[config.mk]
export PLATFORM = sky130hd
export DESIGN_NAME = tr_step_gen
export DESIGN_NICKNAME = d
export VERILOG_FILES = /design/src/rtl/tr_pkg.sv /design/src/rtl/tr_cycle_timer.sv /design/src/rtl/tr_step_gen.sv
export SDC_FILE = /design/constraint.sdc
export NUM_CORES = 1
export LEC_CHECK = 0
export BUFFER_PORTS_ARGS = -buffer_cell sky130_fd_sc_hd__clkbuf_2
export CAP_MARGIN = 20
export CORE_MARGIN = 2
export CORE_UTILIZATION = 40
export DETAILED_ROUTE_END_ITERATION = 8
export HOLD_SLACK_MARGIN = 0.1
export SYNTH_ARGS = -nofsm -noshare
export SYNTH_HDL_FRONTEND = slang
export SYNTH_SLANG_ARGS = --single-unit
[constraint.sdc]
create_clock -name clk_i -period 9.6 [get_ports clk_i]
set_input_delay 1.92 -clock clk_i [delete_from_list [all_inputs] [get_ports clk_i]]
set_output_delay 1.92 -clock clk_i [all_outputs]
set_load 0.05 [all_outputs]
[src/rtl/tr_pkg.sv]
// Shared FSM/direction types and 50 MHz timing defaults for the tuner-drive
// STEP/DIR pulse generator.
package tr_pkg;

  typedef enum logic [1:0] {
    ST_IDLE  = 2'd0,
    ST_SETUP = 2'd1,
    ST_HIGH  = 2'd2,
    ST_LOW   = 2'd3
  } tr_state_e;

  typedef enum logic {
    REV = 1'b0,
    FWD = 1'b1
  } tr_dir_t;

  localparam int unsigned TR_PULSE_W    = 50;
  localparam int unsigned TR_DIR_SETUP  = 250;
  localparam int unsigned TR_MIN_PERIOD = 100;

endpackage

[src/rtl/tr_cycle_timer.sv]
// Loadable down-counter; loading N-1 raises expired_o for one cycle exactly
// N cycles after the load edge, so the owner can change state on the Nth edge.
module tr_cycle_timer
  import tr_pkg::*;
#(
  parameter int unsigned WIDTH = 32
) (
  input  logic             clk_i,
  input  logic             rst_ni,
  input  logic             load_i,
  input  logic [WIDTH-1:0] load_val_i,
  output logic             expired_o
);

  logic [WIDTH-1:0] cnt_q;
  logic             run_q;

  always_ff @(posedge clk_i) begin
    if (!rst_ni) begin
      cnt_q <= '0;
      run_q <= 1'b0;
    end else if (load_i) begin
      cnt_q <= load_val_i;
      run_q <= 1'b1;
    end else if (run_q) begin
      if (cnt_q == '0) run_q <= 1'b0;
      else             cnt_q <= cnt_q - WIDTH'(1);
    end
  end

  assign expired_o = run_q && (cnt_q == '0);

endmodule

[src/rtl/tr_step_gen.sv]
// STEP/DIR pulse generator for the tuner stepper drive, with clamped period
// shadowing, direction setup time and a signed step-position counter.
//
// state    | meaning
// ST_IDLE  | stopped, step low, waiting for enable and a nonzero period
// ST_SETUP | dir_out just changed, holding DIR_SETUP cycles before a step
// ST_HIGH  | step high for PULSE_W cycles, cannot be interrupted
// ST_LOW   | step low for the rest of the active period
module tr_step_gen
  import tr_pkg::*;
#(
  parameter int unsigned WIDTH_PER  = 32,
  parameter int unsigned PULSE_W    = TR_PULSE_W,
  parameter int unsigned DIR_SETUP  = TR_DIR_SETUP,
  parameter int unsigned MIN_PERIOD = TR_MIN_PERIOD
) (
  input  logic                 clk_i,
  input  logic                 rst_ni,
  input  logic                 enable_i,
  input  logic                 dir_i,
  input  logic [WIDTH_PER-1:0] period_i,
  input  logic                 period_valid_i,
  input  logic                 cnt_clr_i,
  output logic                 step_o,
  output logic                 dir_out_o,
  output logic                 busy_o,
  output logic                 period_err_o,
  output logic [31:0]          step_count_o
);

  tr_state_e            state_q;
  logic [WIDTH_PER-1:0] per_sh_q, per_act_q;
  logic                 step_q, dir_out_q, busy_q, period_err_q;
  logic [31:0]          step_count_q;

  logic [WIDTH_PER-1:0] per_in, per_eff, tmr_val;
  logic per_clamp, run_ok, low_end, boundary;
  logic go_setup, go_high, go_low, go_idle, act_load, tmr_load, tmr_exp;

  // A strobe landing on a step boundary bypasses the shadow register.
  always_comb begin
    per_clamp = (period_i != '0) && (period_i < WIDTH_PER'(MIN_PERIOD));
    per_in    = per_clamp ? WIDTH_PER'(MIN_PERIOD) : period_i;
    per_eff   = period_valid_i ? per_in : per_sh_q;
    run_ok    = enable_i && (per_eff != '0);
    low_end   = (state_q == ST_LOW) && tmr_exp;
    boundary  = (state_q == ST_IDLE) || low_end;
    go_setup  = boundary && run_ok && (dir_i != dir_out_q);
    go_high   = (boundary && run_ok && (dir_i == dir_out_q))
              || ((state_q == ST_SETUP) && enable_i && tmr_exp);
    go_low    = (state_q == ST_HIGH) && tmr_exp;
    go_idle   = (low_end && !run_ok) || ((state_q == ST_SETUP) && !enable_i);
    act_load  = low_end || ((state_q == ST_IDLE) && run_ok);
    tmr_load  = go_setup || go_high || go_low;
    tmr_val   = '0;
    if (go_setup)     tmr_val = WIDTH_PER'(DIR_SETUP - 1);
    else if (go_high) tmr_val = WIDTH_PER'(PULSE_W - 1);
    else if (go_low)  tmr_val = per_act_q - WIDTH_PER'(PULSE_W + 1);
  end

  tr_cycle_timer #(.WIDTH(WIDTH_PER)) u_timer (
    .clk_i      (clk_i),
    .rst_ni     (rst_ni),
    .load_i     (tmr_load),
    .load_val_i (tmr_val),
    .expired_o  (tmr_exp)
  );

  always_ff @(posedge clk_i) begin
    if (!rst_ni) begin
      state_q      <= ST_IDLE;
      per_sh_q     <= '0;
      per_act_q    <= '0;
      step_q       <= 1'b0;
      dir_out_q    <= 1'b0;
      busy_q       <= 1'b0;
      period_err_q <= 1'b0;
      step_count_q <= '0;
    end else begin
      if (period_valid_i) begin
        per_sh_q <= per_in;
        if (per_clamp) period_err_q <= 1'b1;
      end
      if (act_load) per_act_q <= per_eff;

      if (go_setup) begin
        state_q   <= ST_SETUP;
        dir_out_q <= dir_i;
        step_q    <= 1'b0;
        busy_q    <= 1'b1;
      end else if (go_high) begin
        state_q <= ST_HIGH;
        step_q  <= 1'b1;
        busy_q  <= 1'b1;
      end else if (go_low) begin
        state_q <= ST_LOW;
        step_q  <= 1'b0;
      end else if (go_idle) begin
        state_q <= ST_IDLE;
        step_q  <= 1'b0;
        busy_q  <= 1'b0;
      end

      if (cnt_clr_i)    step_count_q <= '0;
      else if (go_high) step_count_q <= (tr_dir_t'(dir_out_q) == FWD) ? step_count_q + 32'd1
                                                                     : step_count_q - 32'd1;
    end
  end

  assign step_o       = step_q;
  assign dir_out_o    = dir_out_q;
  assign busy_o       = busy_q;
  assign period_err_o = period_err_q;
  assign step_count_o = step_count_q;

endmodule

Yosys cells after proc, flatten, opt, wreduce, memory -nomap -nowiden --
Index checks and enable logic that the tools add are counted.
Storage, ports and cells: flip-flop bits (word level) 135, output and inout bits 36, word-level logic and storage cells 80
Cells by class: add/sub/neg operators 4, order comparisons 1, eq/ne operators 7, mux-type cells 22, bitwise logic cells 1, reductions and logical operators 34
Operator list (count):
- $mux W32 | 9
- $reduce_bool A32 Y1 | 2
- $sub A32 B1 Y32 const B | 2
- $add A32 B1 Y32 const B | 1
- $logic_not A32 Y1 | 1
- $lt A32 B7 Y1 const B | 1
- $sub A32 B6 Y32 const B | 1
- $logic_and A1 B1 Y1 | 13
- $mux W1 | 10
- $logic_or A1 B1 Y1 | 6
- $mux W2 | 3
- $reduce_and A2 Y1 | 3
- $reduce_bool A3 Y1 | 2
- $eq A2 B2 Y1 const B | 2
- $reduce_bool A4 Y1 | 1
- $reduce_or A2 Y1 | 2
- $ne A3 B3 Y1 const B | 1
- $eq A2 B1 Y1 const B | 1
- $logic_not A1 Y1 | 2
- $logic_not A2 Y1 | 1
- $ne A2 B2 Y1 const B | 1
- $reduce_bool A2 Y1 | 1
- $eq A1 B1 Y1 | 1
- $ne A1 B1 Y1 | 1
- $not A1 Y1 | 1

Logic depth before layout (Yosys ltp) --
word-level depth 13, gate-level depth with buffers 12

Modules after synthesis --
From an unflattened synthesis, not the netlist that was laid out.
Second synthesis, totals: cells, all modules 992, area, all modules 8137.8 um^2
Modules (own cells, without submodules):
- tr_step_gen | instances 1, cells each 760, area an instance 6158.4 um^2, sequential area each 2042.0 um^2
- tr_cycle_timer | instances 1, cells each 232, area an instance 1979.4 um^2, sequential area each 660.6 um^2

Worst setup path after synthesis --
OpenSTA, ideal clock, no wires.
kind input -> register, start point input port period_i[3], end point register step_count_q[24], in the netlist step_count_o[24], setup time 0.128 ns, data arrival time 4.541 ns, setup slack 4.932 ns, stages 11, cells stage by stage o311a_1 -> a31o_2 -> o31ai_2 -> o221ai_1 -> nor3_1 -> or3_1 -> a2bb2oi_1 -> clkbuf_1 -> buf_2 -> mux2i_1 -> nor2_1
On the way: longest elaborated chain between the ends 9, elaborated cells on any way between the ends 10, classes of those cells order compare (1); mux (2); reduce/logical (7)
Ends and longest elaborated chain:
- start, declared | RTL line tr_step_gen.sv:21 | input logic [WIDTH_PER-1:0] period_i,
- $lt A32 B7 Y1 or $reduce_bool A32 Y1 (tied branches) | RTL line tr_step_gen.sv:42 | per_clamp = (period_i != '0) && (period_i < WIDTH_PER'(MIN_PERIOD));
- $logic_and A1 B1 Y1 | RTL line tr_step_gen.sv:42
- $mux W32 (*) | RTL line tr_step_gen.sv:43 | per_in = per_clamp ? WIDTH_PER'(MIN_PERIOD) : period_i;
- $mux W32 (*)
- $reduce_bool A32 Y1 (*) | RTL line tr_step_gen.sv:45 | run_ok = enable_i && (per_eff != '0);
- $logic_and A1 B1 Y1 (*) | RTL line tr_step_gen.sv:45
- $logic_and A1 B1 Y1 (*) (2 in a row) | RTL line tr_step_gen.sv:49 | go_high = (boundary && run_ok && (dir_i == dir_out_q))
- $logic_or A1 B1 Y1 (*) | RTL line tr_step_gen.sv:50 | || ((state_q == ST_SETUP) && enable_i && tmr_exp);
- end signal, assigned | RTL line tr_step_gen.sv:105 | else if (go_high) step_count_q <= (tr_dir_t'(dir_out_q) == FWD) ? step_count_q + 32'd1
- end, declared | RTL line tr_step_gen.sv:34 | logic [31:0] step_count_q;
Every way passes the cells marked *; elsewhere a longest branch is shown, timed or not. A chain may end at the register's enable or synchronous reset.

Worst setup path in the final report --
start point input port period_i[26], end point register u_timer.cnt_q[21]
On the way: longest elaborated chain between the ends 13, elaborated cells on any way between the ends 19, classes of those cells order compare (1); eq/ne (1); mux (5); reduce/logical (12)
Ends and longest elaborated chain:
- $lt A32 B7 Y1 or $reduce_bool A32 Y1 (tied branches) | RTL line tr_step_gen.sv:42
- $logic_and A1 B1 Y1 | RTL line tr_step_gen.sv:42
- $mux W32 (*) | RTL line tr_step_gen.sv:43
- $mux W32 (*)
- $reduce_bool A32 Y1 (*) | RTL line tr_step_gen.sv:45
- $logic_and A1 B1 Y1 (*) | RTL line tr_step_gen.sv:45
- $logic_and A1 B1 Y1 (*) | RTL line tr_step_gen.sv:48, tr_step_gen.sv:49
- $logic_and A1 B1 Y1 | RTL line tr_step_gen.sv:49
- $logic_or A1 B1 Y1 | RTL line tr_step_gen.sv:50
- $logic_or A1 B1 Y1 (2 in a row) | RTL line tr_step_gen.sv:54 | tmr_load = go_setup || go_high || go_low;
- $ne A2 B2 Y1 (no source line) or $reduce_bool A2 Y1 (tied branches)
- $reduce_and A2 Y1 (no source line)
- end signal, assigned | RTL line tr_cycle_timer.sv:23 | cnt_q <= load_val_i;
- end signal, assigned | RTL line tr_cycle_timer.sv:27 | else cnt_q <= cnt_q - WIDTH'(1);
- end, declared | RTL line tr_cycle_timer.sv:15 | logic [WIDTH-1:0] cnt_q;
Marked as above.

==> results.toml <==
[outcome]
status = "complete, no violations"

[synth]
ys_top_cells_by_area = "dfxtp_1 (34%), nor2_1 (9.2%), a21oi_1 (6.3%)"
synthXorXnorAreaFrac_pct = 6.44
syn_nets = 1083
ys_types = 65
yosys_most_used_dff = "dfxtp_1"
yosys.area_share.adder_pct = 5.49
synth_compound_area_share_pct = 21.8
synth_largest_area_cell = "dfxtp_1"
synth_edf_count = 0
synth-seq-cells = 135
async_flop_share_pct = 0
syn_area_per_cell_um2 = 7.80
yosysTopAreaCellShare_pct = 34.3
synth_mux_area_share_pct = 4.31
syn_area_um2 = 7890
synth-simple-area-share_pct = 23.9
synth_cells = 1011
yosysWarnings = 0
yosysSeqAreaShare_pct = 34.3
synth_top_family_by_area = "simple AND/OR/NAND/NOR gates"

[clock_network]
cts_tree = "done"
clk_latency_ps = 420
cts_resized = 0
clock_sinks = 135
post_cts_buffers = 0
path_clk_slew_ps = 60
cts_root_buf = "clkbuf_16"
cts_buffers = 17
cts_hold_buffers = 0
cts_max_path_buffers = 2
ctsHtreeMaxLevel = 4

[sta]
max_freq_ghz = 0.180
fin_crit_sh_pct = 57.7
rsz0062_at_grt = "false"
slew_viol_final = 0
finalHoldViolCount = 0
clock_skew_ps = 10.8
setup_viol = 0
slew_headroom_pct = 31.5
tightest_slew_ps = 1030
layout_min_cycle_time_ps = 5540
setup_tns_ps = 0

[placement]
gp_congestion = 0.834
dp.cells = 1312
port_buffers = 73
place_hpwl_um = 13900

[detailed_routing]
dr.max_layer_used = "met4"
route.met2.wl_um = 8380
wirelength_um = 19500
vias_per_cell = 5.37
drc = 0
dr.pass1.iters = 5
met1_length_um = 10000
wl_met3_um = 740
drtIter0Drc = 349
wl_per_cell_um = 14.5
drtAntennaViolNets = 0
num_vias = 7217

[die]
pin_count = 74
die_w_um = 144
dieArea_um2 = 20900
rows = 51
initial_core_util_pct = 40.7
coreArea_um2 = 19400
die_h_um = 144

[pwr]
p_int_mw = 1.31
p_clk_share_pct = 28.8
p_seq_share_pct = 32.4
switching_power_mw = 0.852
ir_drop_mv = 0.135
switching_share_pct = 39.4
cellPowerDensity_nw_per_um2 = 239
power.total_mw = 2.16
combPwrFrac_pct = 38.7
p_leak_nw = 3.75

[layout]
area_delta_synth_final_pct = 14.9
nets = 1138
drive_gt1_share_pct = 12.8
register_area_um2 = 2700
multi_input_area_um2 = 4910
nFillCells = 2009
final_common_cell = "nor2_1"
final_cell_mix = "nor2_1 (193), dfxtp_1 (135), a21oi_1 (99)"
antenna_cells = 0
layout.cells.non_filler = 1344

[global_route]
antenna_found_initial = 0
grt_pass1_wl_um = 32200
gr-total-overflow = 0
grt_max_degree = 64
grt_pass1_vias = 6510
track_usage_pct = 19.2

[setup_path]
reg2reg_depth = 10
cp_max_fo = 34
slowest_stage = "o311ai_0"
worstPathRequired_ps = 9910
worstPathArrival_ps = 5850
end_kind = "register"
max_stage_delay_ps = 790
path_buf_inv = 2
path_class = "primary input to register"
cp-start-kind = "primary input"
path_cells = "clkbuf_2, nor4_1, nand3_1, o31ai_2, o221ai_1, o311ai_0, o311ai_4, buf_4, nand2b_1, o21a_1, o221a_2"
rrSetupSlack_ps = 4750
path_depth = 11
crit_family = "compound AO/OA/AOI/OAI gates"

[job]
timing.max_cap.violations = 0

[min_path]
min_path_cells = 2
min_path_type = "register to register"
-- metrics by stage --
step	instance area (um2)	utilization, %	worst slack (ps)	hold WS, ps
detailed placement	8500	43.8	3580	461
CTS	9060	46.7	4010	471
finish	9060	46.7	4060	472
global route	9060	46.7	3790	501
floorplan	7890	-	4930	437
global placement	8500	43.8	3670	453
-- final cells by class --
| class | count | area share [%] |
|---|---|---|
| Multi-Input combinational cell | 797 | 54.2 |
| Sequential cell | 135 | 29.8 |
| Clock buffer | 19 | 5.00 |
| Timing Repair Buffer | 81 | 4.69 |
| Tap cell | 265 | 3.66 |
| Inverter | 34 | 1.41 |
| Clock inverter | 13 | 1.23 |
-- cell families after synthesis --
kind of cell | count (synthesis)
multiplexers | 34
AND/OR/NAND/NOR | 393
buffers and inverters | 79
adder cells (fa/ha/maj) | 34
flip-flops | 135
XOR/XNOR | 58
AO/OA/AOI/OAI | 278
-- per-layer routing --
layer | vias to the layer above | global-route usage, %
met5 | - | 0
met4 | 0 | 6.03
met3 | 24 | 3.44
met2 | 157 | 29.1
met1 | 3262 | 27.5
li1 | 3774 | -
-- Yosys cell counts (2+ instances only) --
master    count
a211oi_1     31
a21o_1       15
a21oi_1      99
a311oi_1      2
a31o_2        3
a31oi_1      23
a41oi_1       2
and2_1       10
and3_1        3
and4_1        2
buf_1         3
clkbuf_1     40
dfxtp_1     135
ha_1         33
inv_1        34
mux2i_1      34
nand2_1      48
nand2b_1     12
nand3_1      13
nand3b_1      2
nand4_1       5
nor2_1      193
nor2b_1       6
nor3_1       40
nor3b_1       2
nor4_1       23
nor4b_1       2
o211ai_1      8
o21a_1        7
o21ai_0      51
o21bai_1      2
o221a_2       2
o22ai_1      10
o311a_1       2
o311ai_0      3
o31ai_1       6
o41ai_1       2
or2_2         3
or3_1        11
or3_4         4
or4_1         3
or4_4         3
xnor2_1      32
xor2_1       26
-- power groups by stage --
stage	clock [mW]	combinational (mW)	sequential (mW)
3_5_place_dp	0	0.832	0.712
2_1_floorplan	0	0.634	0.729
6_report	0.624	0.838	0.702
4_1_cts	0.639	0.837	0.700
5_1_grt	0.663	0.943	0.711
3_3_place_gp	0	0.825	0.711
-- final timing paths --
path                     start                 to
max               period_i[26]  u_timer.cnt_q[21]
min reg2reg  u_timer.cnt_q[13]  u_timer.cnt_q[13]
min          u_timer.cnt_q[13]  u_timer.cnt_q[13]
max reg2reg  u_timer.cnt_q[14]   u_timer.cnt_q[3]
-- tightest hold or removal path: stages, from the launching register on --
cell and delay, ps:
dfxtp_1 330, inv_1 50, a21oi_1 50
-- registers in the layout (all words and copies together), names as in the netlist --
| name | cells |
|---|---|
| u_timer.run_q | 1 |
| state_q | 2 |
| busy_o | 1 |
| per_act_q | 32 |
| dir_out_o | 1 |
| step_o | 1 |
| step_count_o | 32 |
| period_err_o | 1 |
| u_timer.cnt_q | 32 |
| per_sh_q | 32 |
(Power assumes the default switching activity.)
